$ cat src/rtl/dvp_capture_controller_if.sv
// Bundle between the DVP capture controller and its environment (loader, frame-buffer port, host control).
// slave = controller side, master = driver/environment side.
interface dvp_capture_controller_if #(
  parameter int ADDR_W = 17
);
  logic              start;
  logic              abort;
  logic              href;
  logic              vsynch;
  logic              pix_valid;
  logic [15:0]       pix_data;
  logic              loader_enable;
  logic              loader_reset;
  logic              wr_en;
  logic              wr_ready;
  logic [ADDR_W-1:0] wr_addr;
  logic [15:0]       wr_data;
  logic              busy;
  logic              frame_done;
  logic [3:0]        err_flags;

  modport slave (
    input  start, abort, href, vsynch, pix_valid, pix_data, wr_ready,
    output loader_enable, loader_reset, wr_en, wr_addr, wr_data, busy, frame_done, err_flags
  );

  modport master (
    output start, abort, href, vsynch, pix_valid, pix_data, wr_ready,
    input  loader_enable, loader_reset, wr_en, wr_addr, wr_data, busy, frame_done, err_flags
  );
endinterface

$ cat src/rtl/dvp_capture_controller.sv
// Sequences a single RGB565 DVP frame capture into linear frame-buffer writes (addr = line*H_PIXELS+col).
// Optional watchdog enabled by defining CAPTURE_TIMEOUT_EN; otherwise err_flags[3] is tied 0.
module dvp_capture_controller #(
  parameter int          H_PIXELS = 320,
  parameter int          V_LINES  = 240,
  parameter int          ADDR_W   = 17,
  parameter logic [23:0] TIMEOUT  = 24'd5_000_000
) (
  input logic                     clk,
  input logic                     reset,
  dvp_capture_controller_if.slave bus
);

  localparam int                COL_W    = $clog2(H_PIXELS + 1);
  localparam int                LINE_W   = $clog2(V_LINES + 1);
  localparam logic [COL_W-1:0]  COL_MAX  = COL_W'(H_PIXELS);
  localparam logic [LINE_W-1:0] LINE_MAX = LINE_W'(V_LINES);
  localparam logic [ADDR_W-1:0] H_STEP   = ADDR_W'(H_PIXELS);

  typedef enum logic [2:0] {
    S_IDLE,
    S_ARM,
    S_WAIT_BLANK,
    S_WAIT_FRAME,
    S_CAPTURE,
    S_DONE
  } state_t;

  state_t              state_q;
  logic [COL_W-1:0]    col_q;
  logic [LINE_W-1:0]   line_q;
  logic [ADDR_W-1:0]   addr_q;
  logic [ADDR_W-1:0]   line_base_q;
  logic                wr_en_q;
  logic [ADDR_W-1:0]   wr_addr_q;
  logic [15:0]         wr_data_q;
  logic [2:0]          err_q;
  logic                frame_done_q;
  logic                loader_enable_q;
  logic                loader_reset_q;
  logic                href_q;
  logic                vsynch_q;

  logic                pend;
  logic                href_fall;
  logic                vs_rise;
  logic [LINE_W-1:0]   line_d;
  logic [ADDR_W-1:0]   base_d;
  logic                timeout_flag;

  // A write is still outstanding when the memory has not taken it this cycle.
  assign pend      = wr_en_q & ~bus.wr_ready;
  assign href_fall = href_q & ~bus.href;
  assign vs_rise   = bus.vsynch & ~vsynch_q;
  assign line_d    = line_q + 1'b1;
  assign base_d    = line_base_q + H_STEP;

  always_ff @(posedge clk or posedge reset) begin
    if (reset) begin
      href_q   <= 1'b0;
      vsynch_q <= 1'b0;
    end else begin
      href_q   <= bus.href;
      vsynch_q <= bus.vsynch;
    end
  end

`ifdef CAPTURE_TIMEOUT_EN
  logic        timeout_hit;
  logic        watching;
  logic        start_acc;
  logic [23:0] to_cnt_q;
  state_t      state_p_q;
  logic        to_err_q;

  assign watching    = (state_q == S_WAIT_BLANK) || (state_q == S_WAIT_FRAME) ||
                       (state_q == S_CAPTURE);
  assign timeout_hit = watching && (to_cnt_q == TIMEOUT);
  assign start_acc   = bus.start && !bus.abort && (state_q == S_IDLE);

  // Counter restarts on any pixel and on the first cycle of every state.
  always_ff @(posedge clk or posedge reset) begin
    if (reset) begin
      to_cnt_q  <= '0;
      state_p_q <= S_IDLE;
      to_err_q  <= 1'b0;
    end else begin
      state_p_q <= state_q;
      if (!watching || bus.pix_valid || (state_q != state_p_q)) begin
        to_cnt_q <= '0;
      end else if (to_cnt_q != TIMEOUT) begin
        to_cnt_q <= to_cnt_q + 1'b1;
      end
      if (start_acc) begin
        to_err_q <= 1'b0;
      end else if (timeout_hit && !bus.abort) begin
        to_err_q <= 1'b1;
      end
    end
  end

  assign timeout_flag = to_err_q;
`else
  assign timeout_flag = 1'b0;
`endif

  always_ff @(posedge clk or posedge reset) begin
    if (reset) begin
      state_q         <= S_IDLE;
      col_q           <= '0;
      line_q          <= '0;
      addr_q          <= '0;
      line_base_q     <= '0;
      wr_en_q         <= 1'b0;
      wr_addr_q       <= '0;
      wr_data_q       <= '0;
      err_q           <= '0;
      frame_done_q    <= 1'b0;
      loader_enable_q <= 1'b0;
      loader_reset_q  <= 1'b1;
    end else begin
      frame_done_q <= 1'b0;
      if (wr_en_q && bus.wr_ready) begin
        wr_en_q <= 1'b0;
      end

      if (bus.abort) begin
        state_q         <= S_IDLE;
        wr_en_q         <= 1'b0;
        loader_enable_q <= 1'b0;
        loader_reset_q  <= 1'b1;
      end
`ifdef CAPTURE_TIMEOUT_EN
      else if (timeout_hit) begin
        state_q <= S_DONE;
      end
`endif
      else begin
        unique case (state_q)
          S_IDLE: begin
            if (bus.start) begin
              state_q         <= S_ARM;
              err_q           <= '0;
              col_q           <= '0;
              line_q          <= '0;
              addr_q          <= '0;
              line_base_q     <= '0;
              loader_reset_q  <= 1'b0;
              loader_enable_q <= 1'b1;
            end
          end

          S_ARM: state_q <= S_WAIT_BLANK;

          // Require a blanking interval first so capture never begins mid-frame.
          S_WAIT_BLANK: begin
            if (bus.vsynch) state_q <= S_WAIT_FRAME;
          end

          S_WAIT_FRAME: begin
            if (!bus.vsynch) state_q <= S_CAPTURE;
          end

          S_CAPTURE: begin
            if (bus.pix_valid) begin
              if (col_q == COL_MAX) begin
                err_q[1] <= 1'b1;
              end else begin
                if (pend) begin
                  err_q[0] <= 1'b1;
                end else begin
                  wr_en_q   <= 1'b1;
                  wr_addr_q <= addr_q;
                  wr_data_q <= bus.pix_data;
                end
                addr_q <= addr_q + 1'b1;
                col_q  <= col_q + 1'b1;
              end
            end

            // Line end realigns the address so a bad line cannot skew the rest of the frame.
            if (href_fall) begin
              if (col_q != COL_MAX) err_q[1] <= 1'b1;
              col_q  <= '0;
              line_q <= line_d;
              if (line_d == LINE_MAX) begin
                state_q <= S_DONE;
              end else begin
                addr_q      <= base_d;
                line_base_q <= base_d;
              end
            end else if (vs_rise) begin
              err_q[2] <= 1'b1;
              state_q  <= S_DONE;
            end
          end

          S_DONE: begin
            if (!pend) begin
              frame_done_q    <= 1'b1;
              loader_enable_q <= 1'b0;
              loader_reset_q  <= 1'b1;
              state_q         <= S_IDLE;
            end
          end

          default: state_q <= S_IDLE;
        endcase
      end
    end
  end

  assign bus.loader_enable = loader_enable_q;
  assign bus.loader_reset  = loader_reset_q;
  assign bus.wr_en         = wr_en_q;
  assign bus.wr_addr       = wr_addr_q;
  assign bus.wr_data       = wr_data_q;
  assign bus.busy          = (state_q != S_IDLE);
  assign bus.frame_done    = frame_done_q;
  assign bus.err_flags     = {timeout_flag, err_q};

endmodule

$ cat src/flat_wrapper.sv
// flat-port wrapper written by rule: the top's interface ports become plain ports
module dvp_capture_controller_flat 
#(
  parameter int          H_PIXELS = 320,
  parameter int          V_LINES  = 240,
  parameter int          ADDR_W   = 17,
  parameter logic [23:0] TIMEOUT  = 24'd5_000_000
)
  (clk, reset, bus_start, bus_abort, bus_href, bus_vsynch, bus_pix_valid, bus_pix_data, bus_wr_ready, bus_loader_enable, bus_loader_reset, bus_wr_en, bus_wr_addr, bus_wr_data, bus_busy, bus_frame_done, bus_err_flags);
  dvp_capture_controller_if #(.ADDR_W(ADDR_W)) bus_i ();
  input logic clk;
  input logic reset;
  input wire logic [$bits(bus_i.start)-1:0] bus_start;
  input wire logic [$bits(bus_i.abort)-1:0] bus_abort;
  input wire logic [$bits(bus_i.href)-1:0] bus_href;
  input wire logic [$bits(bus_i.vsynch)-1:0] bus_vsynch;
  input wire logic [$bits(bus_i.pix_valid)-1:0] bus_pix_valid;
  input wire logic [$bits(bus_i.pix_data)-1:0] bus_pix_data;
  input wire logic [$bits(bus_i.wr_ready)-1:0] bus_wr_ready;
  output wire logic [$bits(bus_i.loader_enable)-1:0] bus_loader_enable;
  output wire logic [$bits(bus_i.loader_reset)-1:0] bus_loader_reset;
  output wire logic [$bits(bus_i.wr_en)-1:0] bus_wr_en;
  output wire logic [$bits(bus_i.wr_addr)-1:0] bus_wr_addr;
  output wire logic [$bits(bus_i.wr_data)-1:0] bus_wr_data;
  output wire logic [$bits(bus_i.busy)-1:0] bus_busy;
  output wire logic [$bits(bus_i.frame_done)-1:0] bus_frame_done;
  output wire logic [$bits(bus_i.err_flags)-1:0] bus_err_flags;
  assign bus_i.start = bus_start;
  assign bus_i.abort = bus_abort;
  assign bus_i.href = bus_href;
  assign bus_i.vsynch = bus_vsynch;
  assign bus_i.pix_valid = bus_pix_valid;
  assign bus_i.pix_data = bus_pix_data;
  assign bus_i.wr_ready = bus_wr_ready;
  assign bus_loader_enable = bus_i.loader_enable;
  assign bus_loader_reset = bus_i.loader_reset;
  assign bus_wr_en = bus_i.wr_en;
  assign bus_wr_addr = bus_i.wr_addr;
  assign bus_wr_data = bus_i.wr_data;
  assign bus_busy = bus_i.busy;
  assign bus_frame_done = bus_i.frame_done;
  assign bus_err_flags = bus_i.err_flags;
  dvp_capture_controller #(.H_PIXELS(H_PIXELS), .V_LINES(V_LINES), .ADDR_W(ADDR_W), .TIMEOUT(TIMEOUT)) u_core (.clk(clk), .reset(reset), .bus(bus_i));
endmodule
$ cat config.mk
export PLATFORM = sky130hd
export DESIGN_NAME = dvp_capture_controller_flat
export DESIGN_NICKNAME = d
export VERILOG_FILES = /design/src/rtl/dvp_capture_controller_if.sv /design/src/rtl/dvp_capture_controller.sv /design/src/flat_wrapper.sv
export SDC_FILE = /design/constraint.sdc
export NUM_CORES = 1
export LEC_CHECK = 0
export ABC_AREA = 1
export BUFFER_PORTS_ARGS = -buffer_cell sky130_fd_sc_hd__buf_2
export CORE_ASPECT_RATIO = 1.1
export CORE_MARGIN = 2
export CORE_UTILIZATION = 45
export DETAILED_ROUTE_END_ITERATION = 12
export SETUP_SLACK_MARGIN = 0.2
export SYNTH_ARGS = -nofsm -noshare
export SYNTH_HDL_FRONTEND = slang
export SYNTH_SLANG_ARGS = --single-unit
export TNS_END_PERCENT = 20
$ cat constraint.sdc
create_clock -name clk -period 4.2 [get_ports clk]
set_input_delay 0.84 -clock clk [delete_from_list [all_inputs] [get_ports clk]]
set_output_delay 0.84 -clock clk [all_outputs]
set_load 0.05 [all_outputs]
# Yosys cells after proc, flatten, opt, wreduce, memory -nomap -nowiden

Cells that the tools add are included.

Mux-type cells: 53
Reductions and logical operators: 14
Bitwise logic cells: 9
Add/subtract/negate cells: 4
Eq/ne operators: 24

Operators with widths:

| cell                                                                     | number |
|---|---|
| 17-bit two-way mux                                                       | 7 |
| 17-bit case mux with 2 select lines                                      | 2 |
| 9-bit two-way mux                                                        | 4 |
| 3-bit two-way mux                                                        | 9 |
| 1-bit two-way mux                                                        | 22 |
| 5-bit AND reduction                                                      | 4 |
| 3-bit case mux with 6 select lines                                       | 1 |
| 9-bit case mux with 2 select lines                                       | 1 |
| 17-bit by 1-bit adder with 17-bit output (second input constant)         | 1 |
| 17-bit by 9-bit adder with 17-bit output (second input constant)         | 1 |
| 8-bit two-way mux                                                        | 2 |
| 8-bit case mux with 2 select lines                                       | 1 |
| 3-bit inequality test (second input constant)                            | 4 |
| 6-bit AND reduction                                                      | 2 |
| 2-bit inequality test (second input constant)                            | 5 |
| 9-bit by 1-bit adder with 9-bit output (second input constant)           | 1 |
| 9-bit equality test (second input constant)                              | 1 |
| 9-bit inequality test (second input constant)                            | 1 |
| 8-bit by 1-bit adder with 8-bit output (second input constant)           | 1 |
| 8-bit equality test (second input constant)                              | 1 |
| 3-bit by 2-bit equality test with 1-bit output (second input constant)   | 2 |
| 3-bit equality test (second input constant)                              | 2 |
| 2-bit by 1-bit inequality test with 1-bit output (second input constant) | 3 |
| 3-bit by 2-bit inequality test with 1-bit output (second input constant) | 2 |
| 14 further kinds                                                         | 24 |

Bits in registers: 96
Output and inout bits: 42

# Depth between registers and ports, before layout

Gate-level depths: netlist (run 1).

Word-level depth: 8
Depth in mapped cells: 15
Depth with buffers taken out: 15

# Least setup slack after synthesis (run 1)

OpenSTA, ideal clock, no wires.

Path kind: input to register
Start point: input port bus_abort
End point: register u_core.err_q[0]
Arrival: 1.827 ns
Setup slack: 2.253 ns
Cell stages on the path: 9
Cell sequence: inv_1 -> nand2_2 -> nor2_8 -> nand2_1 -> buf_4 -> inv_2 -> nand2_1 -> o21ai_0 -> inv_1

Word-level cells in the longest chain between the ends: 2

Ends and longest elaborated chain:

| element                       | RTL line                      | RTL |
|---|---|---|
| start, declared               | flat_wrapper.sv:14            | `input wire logic [$bits(bus_i.abort)-1:0] bus_abort;` |
| 1-bit NOT (no line)           | n/a                           |  |
| 6-bit AND reduction (no line) | n/a                           |  |
| end signal, assigned          | dvp_capture_controller.sv:117 | `err_q <= '0;` |
| end signal, assigned          | dvp_capture_controller.sv:143 | `err_q <= '0;` |
| end signal, assigned          | dvp_capture_controller.sv:170 | `err_q[0] <= 1'b1;` |
| end, declared                 | dvp_capture_controller.sv:37  | `logic [2:0] err_q;` |

Every way passes these cells.
A chain may end at the register's enable or synchronous reset.

# Worst setup path in the final report (run 1)

Start point: register u_core.col_q[0]
End point: register u_core.wr_addr_q[9] (netlist: u_core.bus.wr_addr[9])

Word-level cells in the longest chain between the ends: 3

Ends and longest elaborated chain:

| element                       | RTL line                      | RTL |
|---|---|---|
| start, declared               | dvp_capture_controller.sv:30  | `logic [COL_W-1:0] col_q;` |
| start signal, assigned        | dvp_capture_controller.sv:177 | `col_q <= col_q + 1'b1;` |
| 9-bit equality test           | dvp_capture_controller.sv:166 | `if (col_q == COL_MAX) begin` |
| 1-bit NOT (no line)           | n/a                           |  |
| 5-bit AND reduction (no line) | n/a                           |  |
| end signal, assigned          | dvp_capture_controller.sv:173 | `wr_addr_q <= addr_q;` |
| end, declared                 | dvp_capture_controller.sv:35  | `logic [ADDR_W-1:0] wr_addr_q;` |

Every way passes these cells.

==> out/qor_table.md, run 1 <==
| Parameter | This run | Unit |
|:---|:---|:---|
| Number of antenna repair diodes | 0 | - |
| Input/output buffers | 64 | - |
| Post-cts repair resize count | 0 | - |
| HPWL after DPL | 7980 | um |
| Reg-to-reg critical path endpoint | u_core.bus.wr_addr[9] | - |
| Adder-cell area share of the yosys netlist | 1.56 | % |
| Unrepaired setup endpoints after global routing | no | - |
| Max FO, Critical Path | 22 | - |
| PwrDens | 517 | nW/um^2 |
| GRT Total Usage | 19.7 | % |
| Type of destination of the critical path | register | - |
| Number of nets in the layout | 692 | - |
| Drt total wl | 10800 | um |
| Synthesized instance count | 596 | - |
| Total CTS buffers | 9 | - |
| Core region area | 10400 | sq um |
| Total iterations of the first detailed-routing run | 5 | - |
| Flip-flop and latch count after synthesis | 90 | - |
| Final setup violating endpoints | 0 | - |
| Worst Slack Setup Final | 1460 | ps |
| Power share of the clock group | 26.3 | % |
| Clock buffer depth | 2 | - |
| Final design area excluding fillers | 5560 | sq um |
| Later-pin clock latency in the skew report | 340 | ps |
| CTS tree | yes | - |
| Number of core rows | 39 | - |
| Main combinational cell family by area after synthesis | simple AND/OR/NAND/NOR gates | - |
| Number of buffers inserted by post-CTS setup repair | 0 | - |
| Result of the run | completed | - |
| Grt total ovfl | 0 | - |
| Path category of the worst min-delay check | reg -> reg | - |
| Full die area | 11600 | sq um |
| Horizontal die dimension | 103 | um |
| Clock input transition at the sequential cells of the worst setup and hold paths | 70 | ps |
| Via count | 4039 | - |
| CP Data Required Time | 4410 | ps |
| Transition time at the pin with the least slew margin | 1060 | ps |
| P_leak | 0.00284 | uW |
| H-tree levels | 3 | - |
| Count of cell types in the netlist | 45 | - |
| Per-instance average area after synthesis | 8.09 | sq um |
| Power after layout | 2880 | uW |
| FF-to-FF Start | u_core.col_q[0] | - |
| Share of cell area taken by muxes after synthesis | 4.20 | % |
| Worst voltage drop across the vdd grid | 0.000311 | V |
| Fraction of the cycle the final worst path needs | 65.3 | % |
| Complex-gate fraction of the synthesized area | 10.4 | % |
| Relative slew slack | 29.3 | % |
| I/O pin count | 66 | - |
| Predominant post-synthesis flop cell | sky130_fd_sc_hd__dfrtp_1 | - |
| Post-route antenna net violation count | 0 | - |
| Initial Utilization | 46.4 | % |
| Die Ht | 113 | um |
| Layout cells sized above 1 | 21.4 | % |
| Number of antenna violations at the first check in global routing | 0 | - |
| Comb pwr share | 35.2 | % |
| Async set or reset register ratio after synthesis | 100 | % |
| Largest clock skew in the final design | 5.71 | ps |
| Net switching power | 1210 | uW |
| Cells taking the most area after synthesis | sky130_fd_sc_hd__dfrtp_1 46%, sky130_fd_sc_hd__nand2_1 13%, sky130_fd_sc_hd__inv_1 5.8% | - |
| Area growth syn-to-layout | 15.4 | % |
| Post-synth EDFFs | 0 | - |
| CTS hold repair buffers | 0 | - |
| Maximum number of pins on one net before global-route repair | 48 | - |
| Sequential share of power | 38.5 | % |
| Critical path launch point type | register | - |
| Worst slack at placement | 1100 | ps |
| Internal Dissipation | 1670 | uW |
| Hold-critical path endpoint | u_core.bus.wr_addr[4] | - |
| Parity-gate share of the synthesized area counting xor and xnor cells | 1.82 | % |
| Final slew viol count | 0 | - |
| Detailed-route wire length per cell | 13.3 | um |
| Clock Tree Root | sky130_fd_sc_hd__clkbuf_16 | - |
| Source of the worst hold timing path | u_core.bus.wr_addr[4] | - |
| First DRT Iteration DRCs | 191 | - |
| Final TNS setup | 0 | ps |
| Time the final worst path needs with I/O delays and setup | 2740 | ps |
| Critical Path AT | 2960 | ps |
| Fraction of synthesized cell area taken by the top area cell type | 46.2 | % |
| Post-synth top area cell | sky130_fd_sc_hd__dfrtp_1 | - |
| Register-to-Register Setup Slack | 1460 | ps |
| Last weighted congestion value of the routability-driven placer | 0.890 | - |
| Number of instances on the worst hold path | 2 | - |
| Switching Fraction | 41.9 | % |
| CP Class | reg -> reg | - |
| Placed inst area | 5290 | sq um |
| Share of synthesized area occupied by flip-flops and latches | 46.7 | % |
| Hold Violations, Final | 0 | - |
| Count of yosys warnings during synthesis | 0 | - |
| Number of cells on the worst reg-to-reg path | 11 | - |
| Number of global-route vias before repair | 3824 | - |
| Wire length of the first global-routing pass | 18200 | um |
| Syn Nets | 626 | - |
| Max-capacitance violation count | 0 | - |
| Post-synth design cell area | 4820 | sq um |
| Via-per-instance ratio | 4.99 | - |
| Clock Sinks | 90 | - |
| Simple-Gate Fraction of Synth Area | 27.3 | % |
| Remaining routing DRC violations | 0 | - |
| Maximum frequency from static timing analysis | 0.364 | GHz |
==> critical path, cell delays in order (launching register included) <==
cell	delay [ps]
sky130_fd_sc_hd__dfrtp_1	370
sky130_fd_sc_hd__inv_1	80
sky130_fd_sc_hd__ha_1	190
sky130_fd_sc_hd__nand2_1	90
sky130_fd_sc_hd__inv_1	50
sky130_fd_sc_hd__nand2_1	50
sky130_fd_sc_hd__nor2_1	60
sky130_fd_sc_hd__nor2_4	190
sky130_fd_sc_hd__nand4_1	850
sky130_fd_sc_hd__buf_4	540
sky130_fd_sc_hd__nand2_1	80
sky130_fd_sc_hd__o21ai_0	80
==> per-layer routing <==
metal  global-route usage [%]  wire [um]  vias up
met5                        0          0        -
met1                     27.3       5100     1922
met3                     2.43        311       21
met2                     31.1       5060       62
met4                     8.18        278        0
li1                         -          -     2034
==> area by class of cell <==
class | count | area [sq um]
Fill cell | 975 | 4830
Sequential cell | 90 | 2250
Multi-Input combinational cell | 412 | 2190
Timing Repair Buffer | 67 | 355
Inverter | 82 | 312
Clock buffer | 9 | 225
Tap cell | 143 | 179
Clock inverter | 7 | 53.8
==> kinds of logic after synthesis <==
logic type | count (synthesis)
AO/OA/AOI/OAI | 83
XOR/XNOR | 10
adder cells (fa/ha/maj) | 6
buffers and inverters | 94
flip-flops | 90
multiplexers | 18
other | 1
AND/OR/NAND/NOR | 294
==> flip-flops by register name, indices dropped and copies added (netlist names) <==
name	count
u_core.addr_q	17
u_core.bus.wr_addr	17
u_core.bus.wr_data	16
u_core.line_base_q	11
u_core.col_q	9
u_core.line_q	8
u_core.err_q	3
u_core.state_q	3
u_core.bus.frame_done	1
u_core.bus.loader_enable	1
u_core.bus.loader_reset	1
u_core.bus.wr_en	1
u_core.href_q	1
u_core.vsynch_q	1
==> power by group through the flow <==
stage	sequential [uW]	combinational (uW)	clock, uW
after floorplan	1470	440	0
after global placement	1120	1010	0
after detailed placement	1120	1020	0
after CTS	1110	1020	779
after global routing	1130	1090	815
final	1110	1010	757
==> cell usage after synthesis (2+ instances only) <==
library cell and n:
sky130_fd_sc_hd__buf_4 4, sky130_fd_sc_hd__xor2_1 9, sky130_fd_sc_hd__nand2_2 9, sky130_fd_sc_hd__inv_1 75, sky130_fd_sc_hd__o21ai_0 39, sky130_fd_sc_hd__a21oi_1 13
sky130_fd_sc_hd__nand2_1 165, sky130_fd_sc_hd__dfrtp_1 89, sky130_fd_sc_hd__nor2_4 5, sky130_fd_sc_hd__o21ai_2 5, sky130_fd_sc_hd__a21boi_0 2, sky130_fd_sc_hd__nor2_1 46
sky130_fd_sc_hd__o211ai_1 2, sky130_fd_sc_hd__mux2_2 18, sky130_fd_sc_hd__nor2_2 5, sky130_fd_sc_hd__nor3_1 7, sky130_fd_sc_hd__a211oi_1 3, sky130_fd_sc_hd__o21ai_1 7
sky130_fd_sc_hd__nand3_1 41, sky130_fd_sc_hd__ha_1 6, sky130_fd_sc_hd__o21a_1 2, sky130_fd_sc_hd__inv_2 6, sky130_fd_sc_hd__buf_2 5, sky130_fd_sc_hd__o22ai_1 4
sky130_fd_sc_hd__nand4_1 9
==> placed cells by master, fill, tap and decap left out, types with 6 or more instances in the layout <==
cell and count:
sky130_fd_sc_hd__a21oi_1 13, sky130_fd_sc_hd__ha_1 6, sky130_fd_sc_hd__dfrtp_1 89, sky130_fd_sc_hd__buf_2 64, sky130_fd_sc_hd__nor3_1 7, sky130_fd_sc_hd__clkbuf_16 9
sky130_fd_sc_hd__nor2_1 46, sky130_fd_sc_hd__nand2_2 9, sky130_fd_sc_hd__mux2_2 18, sky130_fd_sc_hd__xor2_1 9, sky130_fd_sc_hd__nand3_1 41, sky130_fd_sc_hd__inv_2 6
sky130_fd_sc_hd__nand4_1 9, sky130_fd_sc_hd__o21ai_1 7, sky130_fd_sc_hd__inv_1 74, sky130_fd_sc_hd__o21ai_0 39, sky130_fd_sc_hd__nand2_1 165
==> how the worst max path moves through the flow <==
stage,start,to,slack (ps),cells past startpoint
after floorplan,reset,u_core.addr_q[0],1030,1
after global placement,bus_pix_valid,u_core.bus.wr_addr[4],1230,7
after detailed placement,bus_pix_valid,u_core.bus.wr_addr[9],1100,7
after CTS,u_core.col_q[0],u_core.bus.wr_addr[9],1330,11
after global routing,u_core.col_q[0],u_core.bus.wr_addr[10],1050,10
final,u_core.col_q[0],u_core.bus.wr_addr[9],1460,11
==> stage by stage <==
step                cells  utilization [%]  hold slack (ps)
floorplan             596                -              471
global placement      794             50.8              467
CTS                   810             53.5              486
detailed placement    794             50.8              470
finish                810             53.5              481
global route          810             53.5              514
Note: power is estimated with default switching activity, not from simulation.
==> inputs of run 2 (changes only) <==
clock period = 2.8 ns   (was 4.2 ns; I/O delays follow)
==> out/qor_table.md, run 2 (same netlist as run 1, synthesis figures left out) <==
| Parameter | This run | Unit | Delta |
|:---|:---|:---|:---|
| Result of the run | completed | - |  |
| CTS hold repair buffers | 0 | - | unchanged |
| P_leak | 0.00287 | uW | +0.98% |
| Worst Slack Setup Final | 626 | ps | -830 ps |
| Last weighted congestion value of the routability-driven placer | 0.881 | - | -1.0% |
| First DRT Iteration DRCs | 178 | - | -6.8% |
| Commonest non-fill, non-tap cells in the layout | 165 x sky130_fd_sc_hd__nand2_1, 89 x sky130_fd_sc_hd__dfrtp_1, 74 x sky130_fd_sc_hd__inv_1 | - |  |
| Transition time at the pin with the least slew margin | 522 | ps | -536 ps |
| Register area | 2250 | sq um | unchanged |
| Worst path top cell family by delay | simple AND/OR/NAND/NOR gates | - |  |
| Number of antenna violations at the first check in global routing | 0 | - | unchanged |
| Area growth syn-to-layout | 16.4 | % |  |
| I/O pin count | 66 | - | unchanged |
| Clock Tree Root | sky130_fd_sc_hd__clkbuf_16 | - |  |
| Drt total wl | 10700 | um | -0.97% |
| Worst slack at placement | 493 | ps | -605 ps |
| Clock input transition at the sequential cells of the worst setup and hold paths | 70 | ps | about the same |
| Type of destination of the critical path | register | - |  |
| Number of nets in the layout | 692 | - | unchanged |
| Comb pwr share | 33.7 | % | -1.5 points |
| Max FO, Critical Path | 20 | - | -9.1% |
| Max stage delay cell, worst path | sky130_fd_sc_hd__dfrtp_1 | - |  |
| Total iterations of the first detailed-routing run | 4 | - | -1 |
| Worst voltage drop across the vdd grid | 0.000558 | V | +80% |
| Remaining routing DRC violations | 0 | - | unchanged |
| Fraction of the cycle the final worst path needs | 77.6 | % | +12 points |
| Layout cells sized above 1 | 21.3 | % | -0.12 points |
| Critical path launch point type | register | - |  |
| Final setup violating endpoints | 0 | - | unchanged |
| Number of buffers inserted by post-CTS setup repair | 0 | - | unchanged |
| Number of antenna repair diodes | 0 | - | unchanged |
| Input/output buffers | 64 | - | unchanged |
| Later-pin clock latency in the skew report | 350 | ps | about the same |
| Power after layout | 4500 | uW | +56% |
| Via count | 3974 | - | -1.6% |
| Horizontal die dimension | 103 | um | unchanged |
| Critical Path AT | 2410 | ps | -550 ps |
| Via-per-instance ratio | 4.91 | - | -1.5% |
| Maximum frequency from static timing analysis | 0.460 | GHz | +26% |
| Area of the multi-input gates | 2190 | sq um | unchanged |
| Time the final worst path needs with I/O delays and setup | 2170 | ps | -570 ps |
| Clock buffer depth | 2 | - | unchanged |
| Core region area | 10400 | sq um | unchanged |
| Final-layout fill cell count | 1017 | - | +4.3% |
| GRT met3 Usage | 3.18 | % | +0.75 points |
| Total CTS buffers | 9 | - | unchanged |
| Final slew viol count | 0 | - | unchanged |
| Switching Fraction | 39.8 | % | -2.2 points |
| Most common cell after layout, fill and taps aside | sky130_fd_sc_hd__nand2_1 | - |  |
| Grt total ovfl | 0 | - | unchanged |
| Clock Sinks | 90 | - | unchanged |
| Final Core Density | 54.0 | % | +0.47 points |
| Post-route antenna net violation count | 0 | - | unchanged |
| Net switching power | 1790 | uW | +48% |
| HPWL after DPL | 7870 | um | -1.4% |
| H-tree levels | 3 | - | unchanged |
| Wire length of the first global-routing pass | 17700 | um | -2.5% |
| Library cell appearing most often on the critical path | sky130_fd_sc_hd__o21ai_1 | - |  |
| Post-cts repair resize count | 0 | - | unchanged |
| CP Data Required Time | 3030 | ps | -1380 ps |
| Die Ht | 113 | um | unchanged |
| Full die area | 11600 | sq um | unchanged |
| Buffers and inverters on the worst path | 1 | - | -2 |
| PwrDens | 801 | nW/um^2 | +55% |
| Fraction of met1 tracks used by global routing | 27.2 | % | -0.095 points |
| Max-capacitance violation count | 0 | - | unchanged |
| Hold Violations, Final | 0 | - | unchanged |
| Cell-by-cell trace of the critical path | ha_1 -> nand2_2 -> o21ai_1 -> o21ai_1 -> nor2_2 -> nand4_2 -> nand3_2 -> inv_4 -> nand2_1 -> o21ai_2 | - |  |
| Path category of the worst min-delay check | in -> async | - |  |
| Detailed-route wire length per cell | 13.2 | um | -0.84% |
| CP Class | reg -> reg | - |  |
| Gr busiest metal | met2 | - |  |
| Largest clock skew in the final design | 8.64 | ps | +2.93 ps |
| Unrepaired setup endpoints after global routing | no | - |  |
| Maximum number of pins on one net before global-route repair | 49 | - | +2.1% |
| CTS tree | yes | - |  |
| Power share of the clock group | 29.4 | % | +3.1 points |
| Sequential share of power | 36.9 | % | -1.6 points |
| Peak per-stage delay on the critical path | 440 | ps | -410 ps |
| Final TNS setup | 0 | ps | unchanged |
| Internal Dissipation | 2710 | uW | +62% |
| GR met2 Demand/Resource | 30.8 | % | -0.31 points |
| Initial Utilization | 46.4 | % | unchanged |
| Number of core rows | 39 | - | unchanged |
| GRT Total Usage | 19.5 | % | -0.19 points |
| Relative slew slack | 65.1 | % | +36 points |
| Number of global-route vias before repair | 3679 | - | -3.8% |
## run 2: cell types whose count changed in the layout (fill, tap and decap cells not counted)
cell	previous run	this run
sky130_fd_sc_hd__bufinv_16	0	2
sky130_fd_sc_hd__clkinv_2	2	0
sky130_fd_sc_hd__clkinvlp_4	3	1
sky130_fd_sc_hd__clkbuf_8	0	1
## run 2: power by group through the flow
stage               Sequential [uW]  Clock, uW  Combinational (uW)
floorplan                      2210          0                 661
global placement               1670          0                1520
detailed placement             1690          0                1530
CTS                            1660       1360                1530
global route                   1690       1410                1640
finish                         1660       1320                1510
## run 2: per-stage QoR
stage | hold slack, ps | area [sq um] | cells
3_3_place_gp | 463 | 5290 | 794
4_1_cts | 266 | 5610 | 809
5_1_grt | 283 | 5610 | 809
2_1_floorplan | 471 | 4830 | 596
3_5_place_dp | 468 | 5290 | 794
6_report | 252 | 5610 | 809
## run 2: worst paths after layout
path | start | endpoint | slack (ps) | depth (start not counted)
min | reset | u_core.bus.wr_addr[12] | 250 | 2
min reg2reg | u_core.bus.wr_addr[4] | u_core.bus.wr_addr[4] | 480 | 2
max reg2reg | u_core.line_q[0] | u_core.line_base_q[11] | 630 | 10
min in group clk | bus_href | u_core.href_q | 330 | 1
max in group asynchronous | reset | u_core.col_q[7] | 1860 | 3
max | u_core.line_q[0] | u_core.line_base_q[11] | 630 | 10
## run 2: area by class of cell
type / instances / share of cell area [%]
clock buffer: 10 / 4.26
clock inverter: 5 / 1.54
inverter: 82 / 5.60
multi-input combinational: 412 / 38.9
sequential: 90 / 40.1
tap: 143 / 3.19
timing repair buffer: 67 / 6.33
## run 2: metal layers
| metal | wire length [um] | part of all wire (%) | vias up |
|---|---|---|---|
| met5 | 0 | 0 | - |
| met4 | 180 | 1.7 | 0 |
| met3 | 248 | 2.3 | 13 |
| met2 | 5010 | 47 | 44 |
| met1 | 5220 | 49 | 1884 |
| li1 | - | - | 2033 |
